## config.mk

```make
export PLATFORM = sky130hd
export DESIGN_NAME = debug_dump_tx
export DESIGN_NICKNAME = d
export VERILOG_FILES = /design/src/rtl/debug_dump_tx_pkg.sv /design/src/rtl/debug_dump_tx_serializer.sv /design/src/rtl/debug_dump_tx.sv
export SDC_FILE = /design/constraint.sdc
export NUM_CORES = 1
export LEC_CHECK = 0
export CORE_MARGIN = 2
export CORE_UTILIZATION = 47
export DETAILED_ROUTE_END_ITERATION = 7
export PLACE_DENSITY = 0.78
export SYNTH_ARGS = -nofsm -noshare
export SYNTH_HDL_FRONTEND = slang
export SYNTH_HIERARCHICAL = 1
export SYNTH_SLANG_ARGS = --single-unit
```

## constraint.sdc

```tcl
create_clock -name clock -period 2 [get_ports clock]
set_input_delay 0.4 -clock clock [delete_from_list [all_inputs] [get_ports clock]]
set_output_delay 0.4 -clock clock [all_outputs]
set_load 0.05 [all_outputs]
```

## src/rtl/debug_dump_tx_pkg.sv

```systemverilog
// debug_dump_tx_pkg: shared encodings and constants for the debug dump transmitter
//   ST_*            FSM state encoding
//   SEC_*           frame section encoding (PC, register file, data memory)
//   BYTES_PER_WORD  UART bytes per dumped word with the default widths
//   max_int         helper used to size the shared word counter
package debug_dump_tx_pkg;

   typedef enum logic [2:0] {
      ST_IDLE,
      ST_FETCH,
      ST_LATCH,
      ST_SEND,
      ST_WAIT,
      ST_DONE
   } state_t;

   typedef enum logic [1:0] {
      SEC_PC,
      SEC_REGS,
      SEC_MEM
   } sec_t;

   localparam int NB_DATA_DEF    = 32;
   localparam int N_DATA_DEF     = 8;
   localparam int BYTES_PER_WORD = NB_DATA_DEF / N_DATA_DEF;

   function automatic int max_int(input int a, input int b);
      return (a > b) ? a : b;
   endfunction

endpackage

```

## src/rtl/debug_dump_tx_serializer.sv

```systemverilog
// word_byte_serializer: loads one word and hands it out one byte at a time, LSB first
//   clock        rising-edge clock
//   reset        asynchronous active-low reset
//   i_clear      clear shift register and byte counter
//   i_load       capture i_word, byte counter back to 0
//   i_word       word to serialize
//   i_shift      advance to the next byte
//   o_byte       current byte (low bits of the shift register)
//   o_byte_idx   index of the current byte within the word
//   o_last_byte  current byte is the last one of the word
module word_byte_serializer
   import debug_dump_tx_pkg::*;
#(
   parameter  int NB_DATA     = NB_DATA_DEF,
   parameter  int N_DATA      = N_DATA_DEF,
   localparam int N_BYTES     = NB_DATA / N_DATA,
   localparam int NB_BYTE_IDX = (N_BYTES > 1) ? $clog2(N_BYTES) : 1
)(
   input  logic                   clock,
   input  logic                   reset,
   input  logic                   i_clear,
   input  logic                   i_load,
   input  logic [NB_DATA-1:0]     i_word,
   input  logic                   i_shift,
   output logic [N_DATA-1:0]      o_byte,
   output logic [NB_BYTE_IDX-1:0] o_byte_idx,
   output logic                   o_last_byte
);

   logic [NB_DATA-1:0]     r_shift;
   logic [NB_BYTE_IDX-1:0] r_byte;

   always_ff @(posedge clock or negedge reset) begin
      if (!reset) begin
         r_shift <= '0;
         r_byte  <= '0;
      end else if (i_clear) begin
         r_shift <= '0;
         r_byte  <= '0;
      end else if (i_load) begin
         r_shift <= i_word;
         r_byte  <= '0;
      end else if (i_shift) begin
         r_shift <= r_shift >> N_DATA;
         r_byte  <= r_byte + NB_BYTE_IDX'(1);
      end
   end

   assign o_byte      = r_shift[N_DATA-1:0];
   assign o_byte_idx  = r_byte;
   assign o_last_byte = (r_byte == NB_BYTE_IDX'(N_BYTES - 1));

endmodule

```

## src/rtl/debug_dump_tx.sv

```systemverilog
// debug_dump_tx: streams PC, register file and data memory to the UART TX, 4 bytes per word LSB first
//   clock         rising-edge clock
//   reset         asynchronous active-low reset
//   dump_start_i  start a dump (sampled only in IDLE)
//   pc_i          current PC, captured when the PC word is latched
//   reg_addr_o    register-file debug read address (word index while in REGS)
//   reg_data_i    register data, one cycle after reg_addr_o
//   mem_addr_o    data-memory debug read address (word index while in MEM)
//   mem_data_i    memory data, one cycle after mem_addr_o
//   tx_data_o     byte to the UART TX, stable from one SEND to the next
//   tx_start_o    one-cycle load pulse to the UART TX
//   tx_done_i     one-cycle byte-sent pulse from the UART TX
//   busy_o        high outside IDLE
//   dump_done_o   one-cycle pulse after the final byte is sent
module debug_dump_tx
   import debug_dump_tx_pkg::*;
#(
   parameter int NB_DATA     = 32,
   parameter int N_DATA      = 8,
   parameter int NB_PC       = 7,
   parameter int N_REGS      = 32,
   parameter int NB_REG_ADDR = 5,
   parameter int N_MEM_WORDS = 32,
   parameter int NB_MEM_ADDR = 5
)(
   input  logic                   clock,
   input  logic                   reset,
   input  logic                   dump_start_i,
   input  logic [NB_PC-1:0]       pc_i,
   output logic [NB_REG_ADDR-1:0] reg_addr_o,
   input  logic [NB_DATA-1:0]     reg_data_i,
   output logic [NB_MEM_ADDR-1:0] mem_addr_o,
   input  logic [NB_DATA-1:0]     mem_data_i,
   output logic [N_DATA-1:0]      tx_data_o,
   output logic                   tx_start_o,
   input  logic                   tx_done_i,
   output logic                   busy_o,
   output logic                   dump_done_o
);

   localparam int N_WORDS_MAX = max_int(N_REGS, N_MEM_WORDS);
   localparam int NB_WORD     = (N_WORDS_MAX > 1) ? $clog2(N_WORDS_MAX) : 1;
   localparam int N_BYTES     = NB_DATA / N_DATA;
   localparam int NB_BYTE_IDX = (N_BYTES > 1) ? $clog2(N_BYTES) : 1;

   state_t               r_state;
   state_t               w_next;
   sec_t                 r_sec;
   logic [NB_WORD-1:0]   r_word;
   logic [N_DATA-1:0]    r_tx_hold;

   logic                   w_start;
   logic                   w_byte_done;
   logic                   w_word_done;
   logic                   w_last_in_sec;
   logic                   w_last_word;
   logic [NB_DATA-1:0]     w_word;
   logic [N_DATA-1:0]      w_ser_byte;
   logic [NB_BYTE_IDX-1:0] w_byte_idx;
   logic                   w_last_byte;

   assign w_start     = (r_state == ST_IDLE) && dump_start_i;
   assign w_byte_done = (r_state == ST_WAIT) && tx_done_i;
   assign w_word_done = w_byte_done && w_last_byte;

   assign w_last_in_sec = (r_sec == SEC_PC)   ? 1'b1 :
                          (r_sec == SEC_REGS) ? (r_word == NB_WORD'(N_REGS - 1)) :
                                                (r_word == NB_WORD'(N_MEM_WORDS - 1));
   assign w_last_word   = (r_sec == SEC_MEM) && w_last_in_sec;

   // PC is zero-extended to a full word so every section shares one serializer
   assign w_word = (r_sec == SEC_PC)   ? {{(NB_DATA-NB_PC){1'b0}}, pc_i} :
                   (r_sec == SEC_REGS) ? reg_data_i : mem_data_i;

   word_byte_serializer #(
      .NB_DATA (NB_DATA),
      .N_DATA  (N_DATA)
   ) u_ser (
      .clock       (clock),
      .reset       (reset),
      .i_clear     (w_start),
      .i_load      (r_state == ST_LATCH),
      .i_word      (w_word),
      .i_shift     (w_byte_done && !w_last_byte),
      .o_byte      (w_ser_byte),
      .o_byte_idx  (w_byte_idx),
      .o_last_byte (w_last_byte)
   );

   always_ff @(posedge clock or negedge reset) begin
      if (!reset)
         r_state <= ST_IDLE;
      else
         r_state <= w_next;
   end

   always_comb begin
      w_next = r_state;
      case (r_state)
         ST_IDLE:  w_next = dump_start_i ? ST_FETCH : ST_IDLE;
         ST_FETCH: w_next = ST_LATCH;
         ST_LATCH: w_next = ST_SEND;
         ST_SEND:  w_next = ST_WAIT;
         ST_WAIT:  w_next = !tx_done_i  ? ST_WAIT :
                            !w_last_byte ? ST_SEND :
                            w_last_word  ? ST_DONE : ST_FETCH;
         ST_DONE:  w_next = ST_IDLE;
         default:  w_next = ST_IDLE;
      endcase
   end

   // Counters return to PC/0 after the last word so the address outputs idle at 0
   always_ff @(posedge clock or negedge reset) begin
      if (!reset) begin
         r_sec  <= SEC_PC;
         r_word <= '0;
      end else if (w_start) begin
         r_sec  <= SEC_PC;
         r_word <= '0;
      end else if (w_word_done) begin
         if (w_last_word) begin
            r_sec  <= SEC_PC;
            r_word <= '0;
         end else if (w_last_in_sec) begin
            r_sec  <= (r_sec == SEC_PC) ? SEC_REGS : SEC_MEM;
            r_word <= '0;
         end else begin
            r_word <= r_word + NB_WORD'(1);
         end
      end
   end

   // The serializer advances while a byte is still owed to the UART, so the
   // last sent byte is held separately to keep tx_data_o stable between SENDs
   always_ff @(posedge clock or negedge reset) begin
      if (!reset)
         r_tx_hold <= '0;
      else if (r_state == ST_SEND)
         r_tx_hold <= w_ser_byte;
   end

   always_comb begin
      tx_start_o  = (r_state == ST_SEND);
      tx_data_o   = (r_state == ST_SEND) ? w_ser_byte : r_tx_hold;
      busy_o      = (r_state != ST_IDLE);
      dump_done_o = (r_state == ST_DONE);
      reg_addr_o  = (r_sec == SEC_REGS) ? NB_REG_ADDR'(r_word) : '0;
      mem_addr_o  = (r_sec == SEC_MEM)  ? NB_MEM_ADDR'(r_word) : '0;
   end

   logic w_unused;
   assign w_unused = ^w_byte_idx;

endmodule

```

After elaboration in Yosys (flattened, before gate mapping):

Cells that the tools add are included.

* mux-type cells: 26
* add/subtract/negate cells: 2
* reduce and logical (&&, ||, !) cells: 13
* equality and inequality tests: 9

Operator list (count)
* $mux 32: 5
* $mux 5: 6
* $mux 2: 8
* $pmux 3 s5: 1
* $mux 3: 3
* $reduce_bool 3->1: 3
* $mux 8: 1
* $eq 3x2->1 const B: 2
* $eq 3x3->1 const B: 2
* $add 5x1->5 const B: 1
* $eq 5x5->1 const B: 1
* $logic_and 1x1->1: 5
* $eq 2x2->1 const B: 2
* $eq 3x1->1 const B: 1
* $logic_not 3->1: 1
* $add 2x1->2 const B: 1
* $eq 2x1->1 const B: 1
* $logic_not 2->1: 1
* $mux 1: 2
* $reduce_and 2->1: 1
* $reduce_bool 2->1: 1
* $logic_not 1->1: 1

* word-level logic and storage cells: 56
* input port bits: 75
* flip-flop bits (word level): 52
* output and inout bits: 21

Depth between registers and ports, before layout:

Gate-level depths: netlist of the first run.

* depth after elaboration: 7
* depth in mapped cells: 7
* gate-level depth less buffers: 6

Cells and area by module:

The synthesis of the first run kept the hierarchy.

Modules (own cells, without submodules)
* word_byte_serializer: instances 1, cells an instance 158, sequential area each 850.8 um2, area each 1751.7 um2
* debug_dump_tx: instances 1, cells an instance 160, sequential area each 450.4 um2, area each 1368.8 um2

Worst setup path before layout of the first run:

Ideal clock, no wire load.

* path kind: register to output
* start point: reg r_state[2]
* end point: out tx_data_o[0]
* path buffers: 1
* data required time: 1600 ps
* arrival time: 1624 ps
* stages on the path, launching flop included: 6
* setup slack: -24 ps
* path through: dfrtp_1 buf_2 nand3b_1 inv_2 nand2_1 nand2_1

* longest elaborated chain between the ends: 2

RTL lines
* from (decl): line debug_dump_tx.sv:46 `state_t r_state;`
* from (signal assigned): line debug_dump_tx.sv:94 `r_state <= w_next;`
* $eq 3x2->1
* net tx_start_o: line debug_dump_tx.sv:35 `output logic tx_start_o,`
* $mux 8: line debug_dump_tx.sv:144 `tx_data_o = (r_state == ST_SEND) ? w_ser_byte : r_tx_hold;`
* to (decl): line debug_dump_tx.sv:34 `output logic [N_DATA-1:0] tx_data_o,`

The timed path passes the listed nets, and every way through them passes these cells.

Worst setup path after layout of the first run:

* start point: reg r_word[1]
* end point: reg r_word[3]

* longest elaborated chain between the ends: 6
* elaborated cells between the ends (all ways): 8
* those cells by class: add/sub (1); eq/ne (1); mux (5); reduce/logical (1)

RTL lines
* from (decl): line debug_dump_tx.sv:49 `logic [NB_WORD-1:0] r_word;`
* from (signal assigned): line debug_dump_tx.sv:128 `r_word <= r_word + NB_WORD'(1);`
* parallel branches: the longest is 3 deep, another holds $add 5x1->5
* $mux 5 *: line debug_dump_tx.sv:121 `if (w_last_word) begin`
* $mux 5 *: line debug_dump_tx.sv:120 `end else if (w_word_done) begin`
* $mux 5 *: line debug_dump_tx.sv:117 `end else if (w_start) begin`

Mark *: on every way between the ends. The select of a mux whose other input is x is not followed.
A chain may end at the register's enable or synchronous reset.

==> impl_metrics.yaml, run 1 <==
synth:
  syn-cell-area_um2: 3120
  syn-mean-instance-area_um2: 9.81
  async_flop_share: 1.00
  seq_area_frac_synth: 0.417
  ys_ff_latch: 52
  yosys_warnings: 6
  syn_inst: 318
  syn-num-nets: 396
  synth_cell_types: 42
  synth_edf_count: 0
  synth_flop_cell: "dfrtp_1"
pwr:
  p_sw_frac: 0.398
  p_switching_uw: 2050
  ir_drop_v: 0.000953
  p_per_area_nw_per_um2: 1140
  leakage_uw: 0.00184
  internal_power_uw: 3100
  clkPwrFrac: 0.153
  pwr-share-seq: 0.325
  pwr-share-comb: 0.522
status:
  status: "complete, no violations"
place:
  hpwlAfterDp_um: 5630
  portBuffers: 95
  pre_cts_slack_ps: -53.4
  routabilityCongestion: 0.834
worst_setup_path:
  crit_arrival_ps: 2160
  worstPathRequired_ps: 2240
  cp_top_family: "simple AND/OR/NAND/NOR gates"
  crit_path_max_incr_delay_ps: 430
  cp-end-kind: "flip-flop"
  slowest_stage: "dfrtp_1"
  worstPathCellList: "ha_2 -> and3_1 -> ha_1 -> or3_4 -> nand2b_4 -> o31ai_2"
  cp_num_buf_inv: 0
  crit_fanout: 4
  start_kind: "flip-flop"
  crit_type: "flip-flop to flip-flop"
clocking:
  cts_buffers: 5
  clk_pin_slew_ps: 100
  h-tree-depth: 2
  root_buffer: "clkbuf_8"
  clock-sinks: 52
  cts_tree: "yes"
  clock_latency_ps: 310
  hold_buffers: 0
  clockBufferDepth: 2
timing:
  drv_slew: 0
  worst_pin_slew_ps: 784
  final_hold_viol_count: 0
  fmax_ghz: 0.521
  skew_ps: 9.49
  hold_slack_ps: 66.8
  fin_ws_ps: 80.5
  finalCriticalPeriod_ps: 1920
  max_slew_margin: 0.477
  period_share: 0.960
  setup_violations: 0
routing:
  wirelength_um: 7910
  drtIter0Drc: 125
  num_vias: 2695
  firstDrtPassIters: 4
  viasPerCell: 5.58
  ant_nets: 0
  wl_per_cell_um: 16.4
  drc: 0
worst_hold_path:
  hold_path_class: "input port to asynchronous set/reset pin"
grt:
  grt_max_degree: 53
  grt_usage: 0.221
  grt_pass1_wl_um: 12900
  globalRouteOverflowTotal: 0
  antenna_found_initial: 0
  grt_pass1_vias: 2714
cells_and_area:
  num-nets-final: 483
  drive_gt1_frac: 0.182
  num_antenna_cells: 0
  layout-area-overhead-vs-synth_pct: 44.2
die:
  dieArea_um2: 7310
  rows: 29
  fp.dieW_um: 85.5
  core_area_um2: 6390
  io_pins: 96
  die_y_um: 85.5
  initial_core_util: 0.489
run:
  cap_violations: 0
==> cell type report <==
class	instances	area, µm²
timing repair buffer	114	1310
inverter	2	10.0
fill	507	1890
clock buffer	7	96.3
tap	77	96.3
clock inverter	1	30.0
multi-input combinational	230	1650
sequential	52	1310
==> through the flow <==
stage,utilization,instance area [µm²],std cells,setup TNS [ps],total power [µW]
2_1_floorplan,-,3140,318,0,3350
3_3_place_gp,0.678,4330,471,-131,4230
3_5_place_dp,0.678,4330,471,-552,4310
4_1_cts,0.698,4460,479,0,5130
5_1_grt,0.705,4500,483,-11.6,5420
6_report,0.705,4500,483,0,5140
==> sequential cells by signal (all words and copies together), names as in the netlist <==
register          cells
u_ser/r_shift        32
r_tx_hold             8
r_word                5
r_state               3
r_sec                 2
u_ser/o_byte_idx      2
==> synthesized netlist by cell type, drive strengths merged, types with 2 or more instances <==
| cell type | number | area, µm² |
|---|---|---|
| nand2b | 2 | 20.0 |
| ha | 3 | 37.5 |
| nor3 | 2 | 10.0 |
| and2 | 11 | 68.8 |
| nor2b | 28 | 175 |
| nand3b | 2 | 15.0 |
| a22o | 28 | 245 |
| nand2 | 43 | 161 |
| o21ai | 11 | 55.1 |
| clkbuf | 13 | 48.8 |
| and3 | 2 | 12.5 |
| or3b | 8 | 70.1 |
| nand3 | 3 | 15.0 |
| mux2i | 32 | 320 |
| o31ai | 2 | 20.0 |
| a21oi | 8 | 40.0 |
| buf | 21 | 154 |
| inv | 2 | 7.50 |
| or3 | 2 | 17.5 |
| o21a | 2 | 15.0 |
| dfrtp | 52 | 1300 |
| nor2 | 7 | 26.3 |
| a211oi | 24 | 180 |
==> routing by layer <==
layer  up-vias  GRT usage  part of all wire
met3        13     0.0418             0.045
met5         -          0                 0
met1      1298      0.298              0.44
met4         0     0.0779             0.020
li1       1309          -                 -
met2        75      0.357              0.49
==> cell usage in the layout, fill, tap and decap left out, drive strengths merged <==
cell type / count
nor4b: 1
a211oi: 24
clkdlybuf4s50: 73
mux2i: 32
o21a: 2
a31o: 1
o31ai: 2
and3: 2
or3b: 8
or3: 2
nand3b: 2
dfrtp: 52
a2bb2oi: 1
nor3: 2
a22o: 28
nand2b: 2
a32oi: 1
a21oi: 8
o22a: 1
nand2: 43
nand4: 1
and2: 11
clkbuf: 7
bufinv: 1
xnor2: 1
nand3: 3
and3b: 1
nor2b: 28
inv: 2
nor4: 1
ha: 3
o41ai: 1
o21ai: 11
buf: 41
nor2: 7
==> power by group through the flow <==
stage	sequential (µW)	combinational [µW]	clock, µW
detailed placement	1680	2630	0
global route	1700	2880	835
CTS	1670	2660	795
global placement	1670	2560	0
finish	1670	2680	788
floorplan	1550	1800	0
==> repair_timing <==
item                                   CTS  global route
buffers inserted                         0             4
setup endpoints to repair                8            17
resized for setup                        4             3
endpoints found under the hold margin    0             0
pin swaps                                0             0
==> path summary, 6_finish.rpt <==
path,to,slack (ps),cells after the start,from
hold / removal,r_tx_hold[3]$_DFF_PN0_,70,2,reset
hold reg to reg,r_tx_hold[2]$_DFF_PN0_,510,2,r_tx_hold[2]$_DFF_PN0_
setup / recovery,r_word[3]$_DFFE_PN0P_,80,6,r_word[1]$_DFFE_PN0P_
setup reg to reg,r_word[3]$_DFFE_PN0P_,80,6,r_word[1]$_DFFE_PN0P_
min in group clock,r_tx_hold[2]$_DFF_PN0_,510,2,r_tx_hold[2]$_DFF_PN0_
max in group asynchronous,r_state[1]$_DFF_PN0_,1690,2,reset
==> cells by family after synthesis <==
| group | count (synthesis) | synth area share |
|---|---|---|
| multiplexers | 32 | 0.103 |
| AND/OR/NAND/NOR | 114 | 0.204 |
| XOR/XNOR | 1 | 0.00281 |
| AO/OA/AOI/OAI | 80 | 0.194 |
| adder cells (fa/ha/maj) | 3 | 0.0120 |
| buffers and inverters | 36 | 0.0674 |
| flip-flops | 52 | 0.417 |
Power figures use the tool's default switching activity.
==> inputs of run 2 (changes only) <==
ABC_AREA = 1   (was not set)
HOLD_SLACK_MARGIN = 0.12   (was not set)
PLACE_DENSITY = 0.79   (was 0.78)
==> impl_metrics.yaml, run 2 <==
status:
  status: "complete, no violations"
synth:
  yosysTopAreaCell: "dfrtp_1"
  synth_top_cell_area_share: 0.421
  synth_flop_cell: "dfrtp_1"
  syn-num-nets: 499
  synth_cell_types: 28
  async_flop_share: 1.00
  syn-mean-instance-area_um2: 7.34
  synth.most_common_cell: "nand2_1"
  ys_ff_latch: 52
  yosys-top-cells-area: "dfrtp_1, nand2_1, a22o_1"
  syn-cell-area_um2: 3090
  yosys_warnings: 6
  seq_area_frac_synth: 0.421
  syn_inst: 421
  ys_top_cells_by_count: "nand2_1, dfrtp_1, a22o_1, nand3_1, nor2_1"
  synth_edf_count: 0
cells_and_area:
  layout-area-overhead-vs-synth_pct: 41.0
  num-nets-final: 586
  layout_common_cells: "nand2_1, clkdlybuf4s50_1, dfrtp_1"
  layout_commonest_cell: "nand2_1"
  drive_gt1_frac: 0.130
  largest_reg_flops: 32
  reg_top3: "u_ser/r_shift: 32 flops, r_tx_hold: 8 flops, r_word: 5 flops"
  regArea_um2: 1300
  multi_input_area_um2: 1520
  num_antenna_cells: 0
  regMostFlops: "u_ser/r_shift"
  fill_cells: 519
worst_setup_path:
  reg2reg_depth: 7
  reg2reg_from: "r_state[0]$_DFF_PN0_"
  reg2reg_slack_ps: 250
  crit_end: "tx_data_o[5]"
  r2r-end: "u_ser/r_shift[24]$_DFFE_PN0P_"
  crit_type: "flip-flop to primary output"
  crit_fanout: 9
  worstPathCellList: "inv_2 -> nand3_2 -> buf_4 -> nand2_1 -> nand2_1 -> buf_12"
  slowest_stage: "dfrtp_2"
  crit_path_max_incr_delay_ps: 460
  critPathLaunch: "r_state[2]$_DFF_PN0_"
  worstPathRequired_ps: 1600
  crit_arrival_ps: 1520
  start_kind: "flip-flop"
  timing.critical_path.mode_cell: "nand2_1"
  cp-end-kind: "primary output"
clocking:
  clock-sinks: 52
  cts_tree: "yes"
  clockBufferDepth: 2
  clk_pin_slew_ps: 90
  cts_buffers: 5
  cts_setup_buffers: 0
  root_buffer: "clkbuf_8"
  clock_latency_ps: 300
  h-tree-depth: 2
timing:
  max_slew_margin: 0.656
  setup_violations: 0
  finalCriticalPeriod_ps: 1920
  fmax_ghz: 0.522
  skew_ps: 5.53
  drv_slew: 0
  worst_pin_slew_ps: 516
  period_share: 0.958
  fin_tns_setup_ps: 0
  fin_ws_ps: 83.8
  rsz0062_at_grt: "no"
  final_hold_viol_count: 0
grt:
  globalRouteOverflowTotal: 0
  grt_pass1_vias: 2926
  grt_max_degree: 35
  antenna_found_initial: 0
  grt_pass1_wl_um: 12800
  grt_usage: 0.216
pwr:
  p_per_area_nw_per_um2: 1290
  pwr-share-comb: 0.575
  p_sw_frac: 0.465
  ir_drop_v: 0.000624
  clkPwrFrac: 0.125
  internal_power_uw: 3000
  leakage_uw: 0.00222
  p_switching_uw: 2600
  pwr-share-seq: 0.300
die:
  rows: 29
  fp.dieW_um: 85.1
  die_y_um: 85.1
  io_pins: 96
  dieArea_um2: 7240
  core_area_um2: 6350
  initial_core_util: 0.487
routing:
  num_vias: 2974
  drc: 0
  wl_per_cell_um: 13.0
  wirelength_um: 7590
  drtIter0Drc: 192
  firstDrtPassIters: 4
  viasPerCell: 5.08
  ant_nets: 0
place:
  routabilityCongestion: 0.855
  hpwlAfterDp_um: 5650
  portBuffers: 95
  pre_cts_slack_ps: 130
run:
  cap_violations: 0
worst_hold_path:
  hold_path_class: "flip-flop to flip-flop"
## run 2: cell types whose count changed after synthesis, moves of 10 or more
cell,delta
a211oi_1,-24
and2_1,-11
clkbuf_1,-10
inv_1,+14
mux2i_1,-32
nand2_1,+176
nand2_2,+11
nand3_1,+22
nor2_1,+12
nor2b_1,-28
## run 2: cell families after synthesis
logic type / Yosys count / synth area share
flip-flops: 52 / 0.421
AO/OA/AOI/OAI: 31 / 0.0842
adder cells (fa/ha/maj): 3 / 0.0121
AND/OR/NAND/NOR: 287 / 0.390
XOR/XNOR: 2 / 0.00567
buffers and inverters: 46 / 0.0870
## run 2: repair_timing
| item | 4_1_cts | 5_1_grt |
|---|---|---|
| setup endpoints to repair | 0 | 6 |
| hold endpoints to repair | 20 | 0 |
| hold buffers | 1 | 0 |
| gates resized for setup | 0 | 2 |
## run 2: through the flow
step / power [µW] / std cells / utilization / area, µm² / hold WS [ps]
floorplan: 4090 / 421 / - / 3090 / 104
global placement: 4820 / 577 / 0.667 / 4240 / 393
detailed placement: 4910 / 577 / 0.667 / 4240 / 399
CTS: 5640 / 586 / 0.686 / 4350 / 481
global route: 6050 / 586 / 0.686 / 4360 / 509
finish: 5610 / 586 / 0.686 / 4360 / 479
## run 2: worst max-delay path, delay by kind of cell, from the launching register on
kind	cells	cell delay [ps]
buffers and inverters	3	470
AND/OR/NAND/NOR	3	270
flip-flops	1	460
## run 2: how the worst min path moves through the flow
stage / startpoint / to / slack (ps) / depth (start not counted)
finish: u_ser/r_shift[28]$_DFFE_PN0P_ / u_ser/r_shift[28]$_DFFE_PN0P_ / 480 / 2
global route: u_ser/r_shift[11]$_DFFE_PN0P_ / u_ser/r_shift[11]$_DFFE_PN0P_ / 510 / 2
CTS: u_ser/r_shift[28]$_DFFE_PN0P_ / u_ser/r_shift[28]$_DFFE_PN0P_ / 480 / 2
detailed placement: reset / r_tx_hold[6]$_DFF_PN0_ / 400 / 1
global placement: reset / r_tx_hold[6]$_DFF_PN0_ / 390 / 1
floorplan: reset / r_sec[0]$_DFFE_PN0P_ / 100 / 0
## run 2: metal layers
metal / up-vias / part of all wire / global-route usage
li1: 1494 / - / -
met1: 1366 / 0.43 / 0.270
met2: 102 / 0.49 / 0.384
met3: 12 / 0.063 / 0.0321
met4: 0 / 0.015 / 0.0649
met5: - / 0 / 0
## run 2: cell type report
| cell class | instances | share of cell area |
|---|---|---|
| Timing Repair Buffer | 104 | 0.284 |
| Sequential cell | 52 | 0.299 |
| Clock inverter | 2 | 0.00804 |
| Inverter | 22 | 0.0207 |
| Tap cell | 77 | 0.0221 |
| Clock buffer | 6 | 0.0167 |
| Multi-Input combinational cell | 323 | 0.349 |
## run 2: power by group through the flow
stage | combinational [µW] | sequential [µW] | clock, µW
3_3_place_gp | 3140 | 1690 | 0
3_5_place_dp | 3220 | 1700 | 0
5_1_grt | 3570 | 1730 | 752
4_1_cts | 3240 | 1680 | 717
2_1_floorplan | 2460 | 1630 | 0
6_report | 3220 | 1680 | 702
==> inputs of run 3 (changes only) <==
CORE_MARGIN = 10   (was 2)
==> impl_metrics.yaml, run 3 (synthesis gave the netlist of run 2 again) <==
status:
  status: "complete, no violations"
place:
  hpwlAfterDp_um: 6570
  portBuffers: 95
  routabilityCongestion: 0.847
  place_area_um2: 4270
routing:
  wirelength_um: 8470
  ant_nets: 0
  drc: 0
  viasPerCell: 5.04
  num_vias: 2978
  firstDrtPassIters: 4
  drtIter0Drc: 137
  wl_per_cell_um: 14.3
pwr:
  pwr-share-comb: 0.588
  internal_power_uw: 2950
  leakage_uw: 0.00224
  clkPwrFrac: 0.110
  pwr-share-seq: 0.302
  p_per_area_nw_per_um2: 1270
  p_sw_frac: 0.470
  p_switching_uw: 2620
  ir_drop_v: 0.000764
worst_hold_path:
  min_delay_path_depth: 2
  hold_end: "u_ser/r_shift[31]$_DFFE_PN0P_"
  hold_path.startpoint: "u_ser/r_shift[31]$_DFFE_PN0P_"
  hold_path_class: "flip-flop to flip-flop"
cells_and_area:
  num_antenna_cells: 0
  regMostFlops: "u_ser/r_shift"
  reg_top3: "u_ser/r_shift: 32 flops, r_tx_hold: 8 flops, r_word: 5 flops"
  layout-area-overhead-vs-synth_pct: 41.8
  drive_gt1_frac: 0.138
  fill_cells: 522
  regArea_um2: 1300
  layout_common_cells: "nand2_1, clkdlybuf4s50_1, dfrtp_1"
  largest_reg_flops: 32
  layout_commonest_cell: "nand2_1"
  finalInstanceArea_um2: 4380
  num-nets-final: 591
  multi_input_area_um2: 1520
timing:
  fmax_ghz: 0.526
  worst_pin_slew_ps: 513
  fin_tns_setup_ps: 0
  period_share: 0.951
  setup_violations: 0
  drv_slew: 0
  hold_slack_ps: 476
  finalCriticalPeriod_ps: 1900
  final_hold_viol_count: 0
  rsz0062_at_grt: "no"
  max_slew_margin: 0.658
  skew_ps: 5.30
worst_setup_path:
  worstPathRequired_ps: 1600
  slowest_stage: "dfrtp_2"
  cp_top_family: "buffers and inverters"
  reg2reg_from: "r_state[2]$_DFF_PN0_"
  worstPathCellList: "inv_2 -> nand3_2 -> buf_4 -> nand2_1 -> nand2_1 -> buf_12"
  crit_arrival_ps: 1500
  cp-end-kind: "primary output"
  timing.critical_path.mode_cell: "nand2_1"
  start_kind: "flip-flop"
  cp_num_buf_inv: 3
  reg2reg_depth: 6
  crit_type: "flip-flop to primary output"
  r2r-end: "u_ser/r_shift[24]$_DFFE_PN0P_"
  reg2reg_slack_ps: 390
  crit_fanout: 9
  crit_path_max_incr_delay_ps: 440
clocking:
  clock-sinks: 52
  cts_tree: "yes"
  clock_latency_ps: 300
  clk_pin_slew_ps: 90
  clockBufferDepth: 2
  cts_buffers: 5
  root_buffer: "clkbuf_8"
  h-tree-depth: 2
die:
  core_area_um2: 6390
  initial_core_util: 0.484
  die_y_um: 101
  rows: 29
  dieArea_um2: 10200
  fp.dieW_um: 101
  io_pins: 96
grt:
  globalRouteOverflowTotal: 0
  antenna_found_initial: 0
  grt_pass1_wl_um: 14000
  grt_usage: 0.166
  grt_max_degree: 33
  grt_pass1_vias: 2938
run:
  cap_violations: 0
==> run 3: cell count changes in the layout (fill, tap and decap cells not counted), sizes merged <==
cell	before	now
buf	30	35
bufinv	1	0
clkbuf	6	7
clkinv	1	0
clkinvlp	0	1
==> run 3: per-stage QoR <==
stage	utilization	setup WS (ps)	total power, µW	instances
6_report	0.686	98.9	5570	591
5_1_grt	0.686	0.0634	6030	591
4_1_cts	0.684	55.0	5590	590
3_5_place_dp	0.668	112	4960	581
3_3_place_gp	0.668	173	4860	581
2_1_floorplan	-	191	4090	421
==> run 3: repair_timing <==
| action | CTS | global route |
|---|---|---|
| hold buffers | 1 | 0 |
| resized for setup | 0 | 2 |
| setup buffers | 0 | 1 |
| setup endpoints to repair | 0 | 8 |
| endpoints found under the hold margin | 19 | 0 |
==> run 3: how the worst max path moves through the flow <==
stage / to / slack (ps) / startpoint / depth (start not counted)
2_1_floorplan: tx_data_o[0] / 190 / r_state[2]$_DFF_PN0_ / 5
3_3_place_gp: u_ser/r_shift[6]$_DFFE_PN0P_ / 170 / dump_start_i / 8
3_5_place_dp: u_ser/r_shift[4]$_DFFE_PN0P_ / 110 / dump_start_i / 8
4_1_cts: tx_data_o[1] / 60 / r_state[2]$_DFF_PN0_ / 6
5_1_grt: tx_data_o[4] / 0.06 / r_state[2]$_DFF_PN0_ / 6
6_report: tx_data_o[2] / 100 / r_state[2]$_DFF_PN0_ / 6
==> run 3: worst reg2reg max path, cell delays in order, from the launching register on <==
cell     delay (ps)
dfrtp_2         440
buf_4           160
nor2_2          250
inv_4           180
nor2_2          290
nand2_1         110
o21ai_0          90
==> run 3: area by class of cell <==
type,instances,share of cell area
clock buffers,7,0.0197
flip-flops and latches,52,0.297
inverters,22,0.0206
repair buffers,109,0.291
multi-input cells,323,0.348
clock inverters,1,0.00171
well taps,77,0.0220
==> run 3: per-layer routing <==
metal,part of all wire,wire (µm),track usage,up-vias
li1,-,-,-,1500
met5,0,0,0,-
met2,0.48,4090,0.280,95
met1,0.43,3640,0.202,1378
met4,0.010,85,0.0418,0
met3,0.077,651,0.0487,5
==> run 3: power by group through the flow <==
| stage | Clock, µW | Sequential (µW) | Combinational (µW) |
|---|---|---|---|
| after global placement | 0 | 1680 | 3180 |
| after global routing | 663 | 1730 | 3640 |
| final | 613 | 1680 | 3280 |
| after CTS | 624 | 1690 | 3280 |
| after detailed placement | 0 | 1700 | 3260 |
| after floorplan | 0 | 1630 | 2460 |
